<file path="src/rtl/train_sequencer_pkg.sv">
// Shared constants and types for the training-sample sequencer.
package train_sequencer_pkg;

  localparam int DATA_W = 32;

  localparam logic [2:0] S_IDLE    = 3'd0;
  localparam logic [2:0] S_PRESENT = 3'd1;
  localparam logic [2:0] S_SETTLE  = 3'd2;
  localparam logic [2:0] S_UPDATE  = 3'd3;
  localparam logic [2:0] S_DONE    = 3'd4;

  typedef struct packed {
    logic [DATA_W-1:0] a;
    logic [DATA_W-1:0] b;
    logic [DATA_W-1:0] target;
  } sample_t;

endpackage

</file>
<file path="src/rtl/train_sequencer_sample_mem.sv">
// Dataset storage: DEPTH samples, synchronous write, combinational read.
module train_sequencer_sample_mem
  import train_sequencer_pkg::*;
#(
  parameter int DEPTH  = 16,
  parameter int ADDR_W = 4
) (
  input  logic              clk,
  input  logic              we_i,
  input  logic [ADDR_W-1:0] waddr_i,
  input  sample_t           wdata_i,
  input  logic [ADDR_W-1:0] raddr_i,
  output sample_t           rdata_o
);

  sample_t mem_q [DEPTH];

  // Contents survive reset so a rerun does not need a reload.
  always_ff @(posedge clk) begin
    if (we_i) mem_q[waddr_i] <= wdata_i;
  end

  assign rdata_o = mem_q[raddr_i];

endmodule

</file>
<file path="src/rtl/train_sequencer.sv">
// Steps a stored dataset through the network for a programmed number of
// epochs, holding each sample for a settle window and then pulsing update.
module train_sequencer
  import train_sequencer_pkg::*;
#(
  parameter int DEPTH   = 16,
  parameter int ADDR_W  = 4,
  parameter int LATENCY = 3,
  parameter int EPOCH_W = 16
) (
  input  logic                clk,
  input  logic                reset,
  input  logic                wr_en,
  input  logic [ADDR_W-1:0]   wr_addr,
  input  logic [DATA_W-1:0]   wr_a,
  input  logic [DATA_W-1:0]   wr_b,
  input  logic [DATA_W-1:0]   wr_target,
  input  logic [ADDR_W:0]     num_samples,
  input  logic [EPOCH_W-1:0]  num_epochs,
  input  logic [DATA_W-1:0]   step_in,
  input  logic                start,
  input  logic                abort,
  output logic [DATA_W-1:0]   a,
  output logic [DATA_W-1:0]   b,
  output logic [DATA_W-1:0]   target,
  output logic [DATA_W-1:0]   step,
  output logic                update,
  output logic [ADDR_W-1:0]   sample_idx,
  output logic [EPOCH_W-1:0]  epoch,
  output logic                busy,
  output logic                done
);

  localparam int CNT_W = (LATENCY > 1) ? $clog2(LATENCY) : 1;
  localparam logic [CNT_W-1:0]  CNT_LAST  = CNT_W'(LATENCY - 1);
  localparam logic [ADDR_W:0]   NS_MAX    = (ADDR_W+1)'(DEPTH);
  localparam logic [ADDR_W:0]   NS_ONE    = (ADDR_W+1)'(1);
  localparam logic [EPOCH_W:0]  EP_ONE    = (EPOCH_W+1)'(1);

  logic [2:0]          state_q, state_d;
  logic [CNT_W-1:0]    cnt_q, cnt_d;
  logic [ADDR_W:0]     ns_q, ns_d, ns_clamp;
  logic [EPOCH_W-1:0]  ne_q, ne_d;
  logic [ADDR_W-1:0]   sidx_q, sidx_d;
  logic [EPOCH_W-1:0]  ep_q, ep_d;
  logic [DATA_W-1:0]   a_q, a_d, b_q, b_d, t_q, t_d, step_q, step_d;
  logic                upd_q, upd_d, busy_q, busy_d, done_q, done_d;
  sample_t             wdata, rdata;

  assign wdata = '{a: wr_a, b: wr_b, target: wr_target};

  train_sequencer_sample_mem #(
    .DEPTH  (DEPTH),
    .ADDR_W (ADDR_W)
  ) u_mem (
    .clk     (clk),
    .we_i    (wr_en && (state_q == S_IDLE)),
    .waddr_i (wr_addr),
    .wdata_i (wdata),
    .raddr_i (sidx_q),
    .rdata_o (rdata)
  );

  assign ns_clamp = (num_samples > NS_MAX) ? NS_MAX : num_samples;

  always_comb begin
    state_d = state_q;
    cnt_d   = cnt_q;
    ns_d    = ns_q;
    ne_d    = ne_q;
    sidx_d  = sidx_q;
    ep_d    = ep_q;
    a_d     = a_q;
    b_d     = b_q;
    t_d     = t_q;
    step_d  = step_q;
    unique case (state_q)
      S_IDLE: begin
        if (start) begin
          ns_d   = ns_clamp;
          ne_d   = num_epochs;
          step_d = step_in;
          if (ns_clamp == '0 || num_epochs == '0) begin
            state_d = S_DONE;
          end else begin
            sidx_d  = '0;
            ep_d    = '0;
            state_d = S_PRESENT;
          end
        end
      end
      S_PRESENT: begin
        a_d     = rdata.a;
        b_d     = rdata.b;
        t_d     = rdata.target;
        cnt_d   = '0;
        state_d = (LATENCY == 0) ? S_UPDATE : S_SETTLE;
      end
      S_SETTLE: begin
        if (cnt_q == CNT_LAST) state_d = S_UPDATE;
        else                   cnt_d   = cnt_q + 1'b1;
      end
      S_UPDATE: begin
        if (({1'b0, sidx_q} + NS_ONE) < ns_q) begin
          sidx_d  = sidx_q + 1'b1;
          state_d = S_PRESENT;
        end else if (({1'b0, ep_q} + EP_ONE) < {1'b0, ne_q}) begin
          sidx_d  = '0;
          ep_d    = ep_q + 1'b1;
          state_d = S_PRESENT;
        end else begin
          state_d = S_DONE;
        end
      end
      S_DONE:  state_d = S_IDLE;
      default: state_d = S_IDLE;
    endcase

    // Abort freezes indices and data outputs where they are.
    if (abort && state_q != S_IDLE) begin
      state_d = S_IDLE;
      sidx_d  = sidx_q;
      ep_d    = ep_q;
      a_d     = a_q;
      b_d     = b_q;
      t_d     = t_q;
    end

    upd_d  = (state_d == S_UPDATE);
    done_d = (state_d == S_DONE);
    busy_d = (state_d == S_PRESENT) || (state_d == S_SETTLE) || (state_d == S_UPDATE);
  end

  always_ff @(posedge clk or posedge reset) begin
    if (reset) begin
      state_q <= S_IDLE;
      cnt_q   <= '0;
      ns_q    <= '0;
      ne_q    <= '0;
      sidx_q  <= '0;
      ep_q    <= '0;
      a_q     <= '0;
      b_q     <= '0;
      t_q     <= '0;
      step_q  <= '0;
      upd_q   <= 1'b0;
      busy_q  <= 1'b0;
      done_q  <= 1'b0;
    end else begin
      state_q <= state_d;
      cnt_q   <= cnt_d;
      ns_q    <= ns_d;
      ne_q    <= ne_d;
      sidx_q  <= sidx_d;
      ep_q    <= ep_d;
      a_q     <= a_d;
      b_q     <= b_d;
      t_q     <= t_d;
      step_q  <= step_d;
      upd_q   <= upd_d;
      busy_q  <= busy_d;
      done_q  <= done_d;
    end
  end

  assign a          = a_q;
  assign b          = b_q;
  assign target     = t_q;
  assign step       = step_q;
  assign update     = upd_q;
  assign sample_idx = sidx_q;
  assign epoch      = ep_q;
  assign busy       = busy_q;
  assign done       = done_q;

endmodule

</file>
<file path="config.mk">
export PLATFORM = sky130hd
export DESIGN_NAME = train_sequencer
export DESIGN_NICKNAME = d
export VERILOG_FILES = /design/src/rtl/train_sequencer_pkg.sv /design/src/rtl/train_sequencer_sample_mem.sv /design/src/rtl/train_sequencer.sv
export SDC_FILE = /design/constraint.sdc
export NUM_CORES = 2
export LEC_CHECK = 0
export ABC_AREA = 1
export CAP_MARGIN = 10
export CORE_ASPECT_RATIO = 0.9
export CORE_MARGIN = 2
export CORE_UTILIZATION = 58
export DETAILED_ROUTE_END_ITERATION = 12
export PLACE_DENSITY_LB_ADDON = 0.2
export SYNTH_ARGS = -nofsm -noshare
export SYNTH_HDL_FRONTEND = slang
export SYNTH_HIERARCHICAL = 1
export SYNTH_SLANG_ARGS = --single-unit
</file>
<file path="constraint.sdc">
create_clock -name clk -period 8.3 [get_ports clk]
set_clock_uncertainty 0.1 [all_clocks]
set_input_delay 1.245 -clock clk [delete_from_list [all_inputs] [get_ports clk]]
set_output_delay 1.245 -clock clk [all_outputs]
set_load 0.01 [all_outputs]
</file>
### Yosys cells after proc, flatten, opt, wreduce, memory -nomap -nowiden

Memories as Yosys holds them, arrays and structs flattened. A register that Yosys moved wholly into a read port is not among the register bits.
Cells that the tools add are included.

| word-level totals | value |
|---|---|
| RAM bits | 1536 |
| output and inout port bits | 151 |
| flip-flop bits (word level) | 81 |
| memories | 1 |
| input bits | 158 |
| word-level logic and storage cells | 72 |

| operators by class | value |
|---|---|
| muxes and demuxes | 22 |
| $add $sub $neg | 5 |
| reduce and logical (&&, ||, !) cells | 16 |
| bitwise gates (word level) | 1 |
| equality and inequality tests | 14 |
| magnitude comparators | 3 |

Memory list:

| memory | words | width | rd ports | clocked after Yosys merged registers in | wr ports | line | source |
|---|---|---|---|---|---|---|---|
| u_mem.mem_q | 16 | 96 | 1 | 1 | 1 | train_sequencer_sample_mem.sv:16 | `sample_t mem_q [DEPTH];` |

Operator list:

| kind | number |
|---|---|
| 16-bit 2-to-1 mux | 4 |
| 16-bit case mux with 2 select lines | 1 |
| 3-bit 2-to-1 mux | 6 |
| 16-bit by 1-bit adder with 17-bit output, second input constant | 1 |
| 17-bit by 16-bit less-than comparator with 1-bit output | 1 |
| 16-bit by 1-bit adder with 16-bit output, second input constant | 1 |
| 16-bit zero test | 1 |
| 4-bit 2-to-1 mux | 4 |
| 3-bit by 2-bit == test with 1-bit output, second input constant | 4 |
| 3-bit case mux with 4 select lines | 1 |
| 2-bit inequality test, second input constant | 5 |
| 4-bit case mux with 2 select lines | 1 |
| 3-bit by 1-bit == test with 1-bit output, second input constant | 2 |
| 2-bit AND reduction | 3 |
| 6-bit AND reduction | 1 |
| 4-bit by 1-bit adder with 5-bit output, second input constant | 1 |
| 5-bit > comparator, second input constant | 1 |
| 5-bit zero test | 1 |
| 5-bit less-than comparator | 1 |
| 5-bit 2-to-1 mux | 1 |
| 5-bit AND reduction | 1 |
| 4-bit by 1-bit adder with 4-bit output, second input constant | 1 |
| 2-bit case mux with 2 select lines | 1 |
| 2-bit nonzero test | 2 |
| other kinds (11) | 15 |

### Longest topological paths before layout

| logic depth | value |
|---|---|
| word-level depth | 11 |
| mapped depth | 21 |
| gate-level depth less buffers | 20 |

### By module

The synthesis kept the hierarchy.

Modules (own cells, without submodules):

| module | area an instance (um2) | times used | sequential area each (um2) | cells an instance |
|---|---|---|---|---|
| train_sequencer_sample_mem | 65721.8 | 1 | 46124.2 | 6206 |
| train_sequencer | 7962.6 | 1 | 4429.2 | 781 |

### Least setup slack after synthesis

OpenSTA, ideal clock, no wires.

| path | value |
|---|---|
| path kind | in2reg |
| from | input wr_en |
| to | memory u_mem/mem_q[12][0] in the netlist's numbering, enable pin |
| arrival time | 5.622 ns |
| setup time | 0.552 ns |
| buffers on the path | 0 |
| data required time | 7.648 ns |
| setup slack | 2.026 ns |
| stages on the path | 4 |
| path through | inv_1 > nor2_1 > nand3_1 > nor2_1 |

| between the ends | value |
|---|---|
| word-level cells in the longest chain between the ends | 3 |

Ends and longest elaborated chain:

| item | line | source |
|---|---|---|
| start: declaration | train_sequencer.sv:13 | `input logic wr_en,` |
| 1-bit logical AND | train_sequencer.sv:57 | `.we_i (wr_en && (state_q == S_IDLE)),` |
| 1-bit 2-to-1 mux | train_sequencer_sample_mem.sv:20 | `if (we_i) mem_q[waddr_i] <= wdata_i;` |
| 1-bit 2-to-1 mux (not written as such) | train_sequencer_sample_mem.sv:20 |  |
| end: declaration | train_sequencer_sample_mem.sv:16 |  |

Every way passes these cells.

### Final worst setup path

| path | value |
|---|---|
| from | register sidx_q[1], in the netlist sample_idx[1] |
| to | output sample_idx[1] |

RTL lines:

| item | line | source |
|---|---|---|
| start: declaration | train_sequencer.sv:44 | `logic [ADDR_W-1:0] sidx_q, sidx_d;` |
| start signal: assignment | train_sequencer.sv:154 | `sidx_q <= sidx_d;` |
| end: declaration | train_sequencer.sv:28 | `output logic [ADDR_W-1:0] sample_idx,` |

No word-level cell between the ends.

==> run_results.csv <==
group,metric,value,unit
placement,post_dp_cell_area,77700,µm²
timing,finalSetupTns,0,ns
cells_and_area,final-instance-count-excl-fill,9026,
cts,cts-hold-fix-buffers,0,
power,finalPower,0.0221,W
floorplanning,chipWidth,380,µm
timing,setup_viol,0,
routing,postRouteWirelength,178000,µm
floorplanning,design.portCount,309,
global_routing,antenna_found_initial,12,
timing,final.period_utilization,54.0,%
floorplanning,die_h,342,µm
cts,number_of_buffers_inserted_during_clock_tree_synthesis,170,
timing,maxSlewViolCount,0,
routing,detailroute.wirelength.met3,12100,µm
synth,synth.yosys.seq_area_share,68.6,%
power,peakVddDrop,0.000230,V
critical_path,critical_path_required,6.95,ns
cts,clkSlewWorstSetupHoldPaths,0.06,ns
synth,synth_area,73700,µm²
hold_path,min-delay-path-class,"flop to flop",
timing,timing.slew.headroom,25.7,%
floorplanning,num_rows,124,
power,p_leak,35.2,nW
synth,synth.ff_latch_count,1713,
cts,cts_num_sinks,1713,
cts,cts.htree.levels,4,
timing,rsz_0062_raised_after_global_routing,"no",
routing,amount_of_wire_on_met2_after_detailed_routing,87500,µm
synth,synthesis.area_per_instance,10.5,µm²
critical_path,cp-end-kind,"output port",
placement,place.detailed.hpwl,95600,µm
cts,insertion_delay,0.79,ns
cells_and_area,syn_to_final_growth,12.7,%
cts,cts-resized-gates,0,
global_routing,global_route.usage.total,27.3,%
routing,wl_per_cell,19.7,µm
placement,placement.io_buffers,308,
global_routing,wire_length_of_the_first_global_routing_pass,274000,µm
floorplanning,starting_density_of_the_core,58.2,%
timing,timing.fmax,0.223,GHz
timing,worst_slew_pin_slew,1.11,ns
synth,netlist_instances,6987,
cells_and_area,most_common_cell_after_layout_fill_and_taps_aside,"sky130_fd_sc_hd__nand2_1",
global_routing,grt-ovfl-total,0,
floorplanning,die-area,130000,µm²
critical_path,timing_worst_setup_path_type,"flop to output port",
placement,routabilityCongestion,0.830,
floorplanning,coreArea,127000,µm²
cells_and_area,mostFrequentLayoutCells,"sky130_fd_sc_hd__nand2_1, sky130_fd_sc_hd__edfxtp_1, sky130_fd_sc_hd__inv_1, sky130_fd_sc_hd__nand3_1, sky130_fd_sc_hd__clkdlybuf4s50_1",
routing,post-route-drc-count,0,
timing,layout_min_cycle_time,4.48,ns
routing,wl_met1,73600,µm
cts,cts_post_setup_buffers_inserted,0,
routing,num_vias,48900,
routing,topRoutingLayerUsed,"met5",
global_routing,via_count_of_the_first_global_routing_pass,47600,
global_routing,grt_max_degree,203,
synth,synth.yosys.warnings,6,
cts,cts.root.buffer_cell,"sky130_fd_sc_hd__clkbuf_16",
critical_path,startpoint_type,"flop",
timing,timing.final.hold_violations,0,
outcome,status,"finished clean",
synth,synth_nets,7167,
cells_and_area,fraction_of_layout_instances_using_a_drive_strength_above_1,5.68,%
run,timing.max_cap.violations,0,
routing,dr.first_iter.drc_count,4760,
critical_path,worstPathMaxFanout,57,
cells_and_area,fin_area,83000,µm²
critical_path,arrival,3.14,ns
cells_and_area,number_of_nets_in_the_final_layout,7363,
synth,synth_cell_type_count,40,
routing,route.detailed.vias_per_inst,5.42,
cts,cts_tree,"yes",
placement,inst_count_dp,8711,
routing,first_pass_iters,6,
routing,ant_nets,0,
cts,cts_max_path_buffers,3,
power,power.density_cell_area,266,nW/µm²
[metal layers]
| metal | vias up | GRT usage (%) |
|---|---|---|
| met1 | 23700 | 36.9 |
| met4 | 16 | 9.14 |
| li1 | 23000 | - |
| met5 | - | 0 |
| met3 | 289 | 3.84 |
| met2 | 1907 | 45.9 |
[per-stage QoR]
stage	hold slack [ns]	utilization, %	setup WS, ns
finish	0.377	65.6	3.82
floorplan	0.349	-	2.03
CTS	0.380	65.5	3.74
detailed placement	0.365	61.4	3.43
global route	0.401	65.6	3.69
global placement	0.368	61.4	3.44
[registers in the layout, indices dropped and copies added (netlist names)]
| register | cells |
|---|---|
| epoch | 16 |
| u_mem/mem_q | 1536 |
| a | 32 |
| ns_q | 5 |
| cnt_q | 2 |
| busy | 1 |
| update | 1 |
| sample_idx | 4 |
| step | 32 |
| b | 32 |
| target | 32 |
| state_q | 3 |
| done | 1 |
| ne_q | 16 |
[final timing paths]
| kind | slack [ns] | start | to | cells after the start |
|---|---|---|---|---|
| worst min register to register | 0.38 | step[23] | step[23] | 2 |
| worst max register to register | 4.12 | sample_idx[1] | epoch[1] | 11 |
| worst min-delay path | 0.38 | step[23] | step[23] | 2 |
| min in group asynchronous | 0.83 | reset | b[14] | 2 |
| max in group asynchronous | 5.96 | reset | target[5] | 3 |
| worst max-delay path | 3.82 | sample_idx[1] | sample_idx[1] | 2 |
[layout make-up]
type                       instances  area (µm²)
sequential                      1713       50600
clock inverter                    63         542
multi-input combinational       3691       16700
fill                            9521       43600
inverter                        1237        4680
timing repair buffer             370        3690
antenna                            3        7.51
tap                             1701        2130
clock buffer                     248        4740
[cell usage after synthesis (all sizes together)]
| cell type | count | share of area (%) |
|---|---|---|
| xnor2 | 1 | 0.012 |
| a21boi | 3 | 0.036 |
| nand3b | 4 | 0.058 |
| nand2 | 2249 | 12 |
| o21a | 1 | 0.010 |
| o22ai | 1 | 0.0085 |
| buf | 260 | 2.2 |
| xor2 | 8 | 0.095 |
| o21bai | 3 | 0.031 |
| edfxtp | 1536 | 63 |
| o211ai | 1 | 0.010 |
| nor3 | 5 | 0.049 |
| clkbuf | 86 | 0.44 |
| a21o | 1 | 0.010 |
| o21ai | 21 | 0.14 |
| inv | 1235 | 6.3 |
| nand4 | 23 | 0.20 |
| nor2 | 71 | 0.39 |
| a21oi | 9 | 0.061 |
| ha | 22 | 0.37 |
| dfrtp | 177 | 6.0 |
| and3 | 1 | 0.0085 |
| nand3 | 1171 | 8.0 |
| mux2 | 96 | 1.5 |
| clkinv | 2 | 0.010 |
[cell families after synthesis]
family	Yosys count	synth area share, %
buffers and inverters	1583	8.96
multiplexers	96	1.47
flip-flops	1713	68.6
XOR/XNOR	9	0.107
AO/OA/AOI/OAI	40	0.309
adder cells (fa/ha/maj)	22	0.374
AND/OR/NAND/NOR	3524	20.2
[report_power, final]
group          internal, W  total [W]  leakage, nW  switching (W)
registers          0.00995     0.0102         16.0       0.000301
clock network      0.00421    0.00736         2.56        0.00315
logic              0.00170    0.00448         16.6        0.00279
total               0.0159     0.0221         35.2        0.00624
[worst max-delay path, stage by stage, from the launching register on]
cell                              delay (ns)
sky130_fd_sc_hd__dfrtp_4                0.94
sky130_fd_sc_hd__buf_4                  0.67
sky130_fd_sc_hd__clkdlybuf4s50_1        0.69
(Power assumes the default switching activity.)
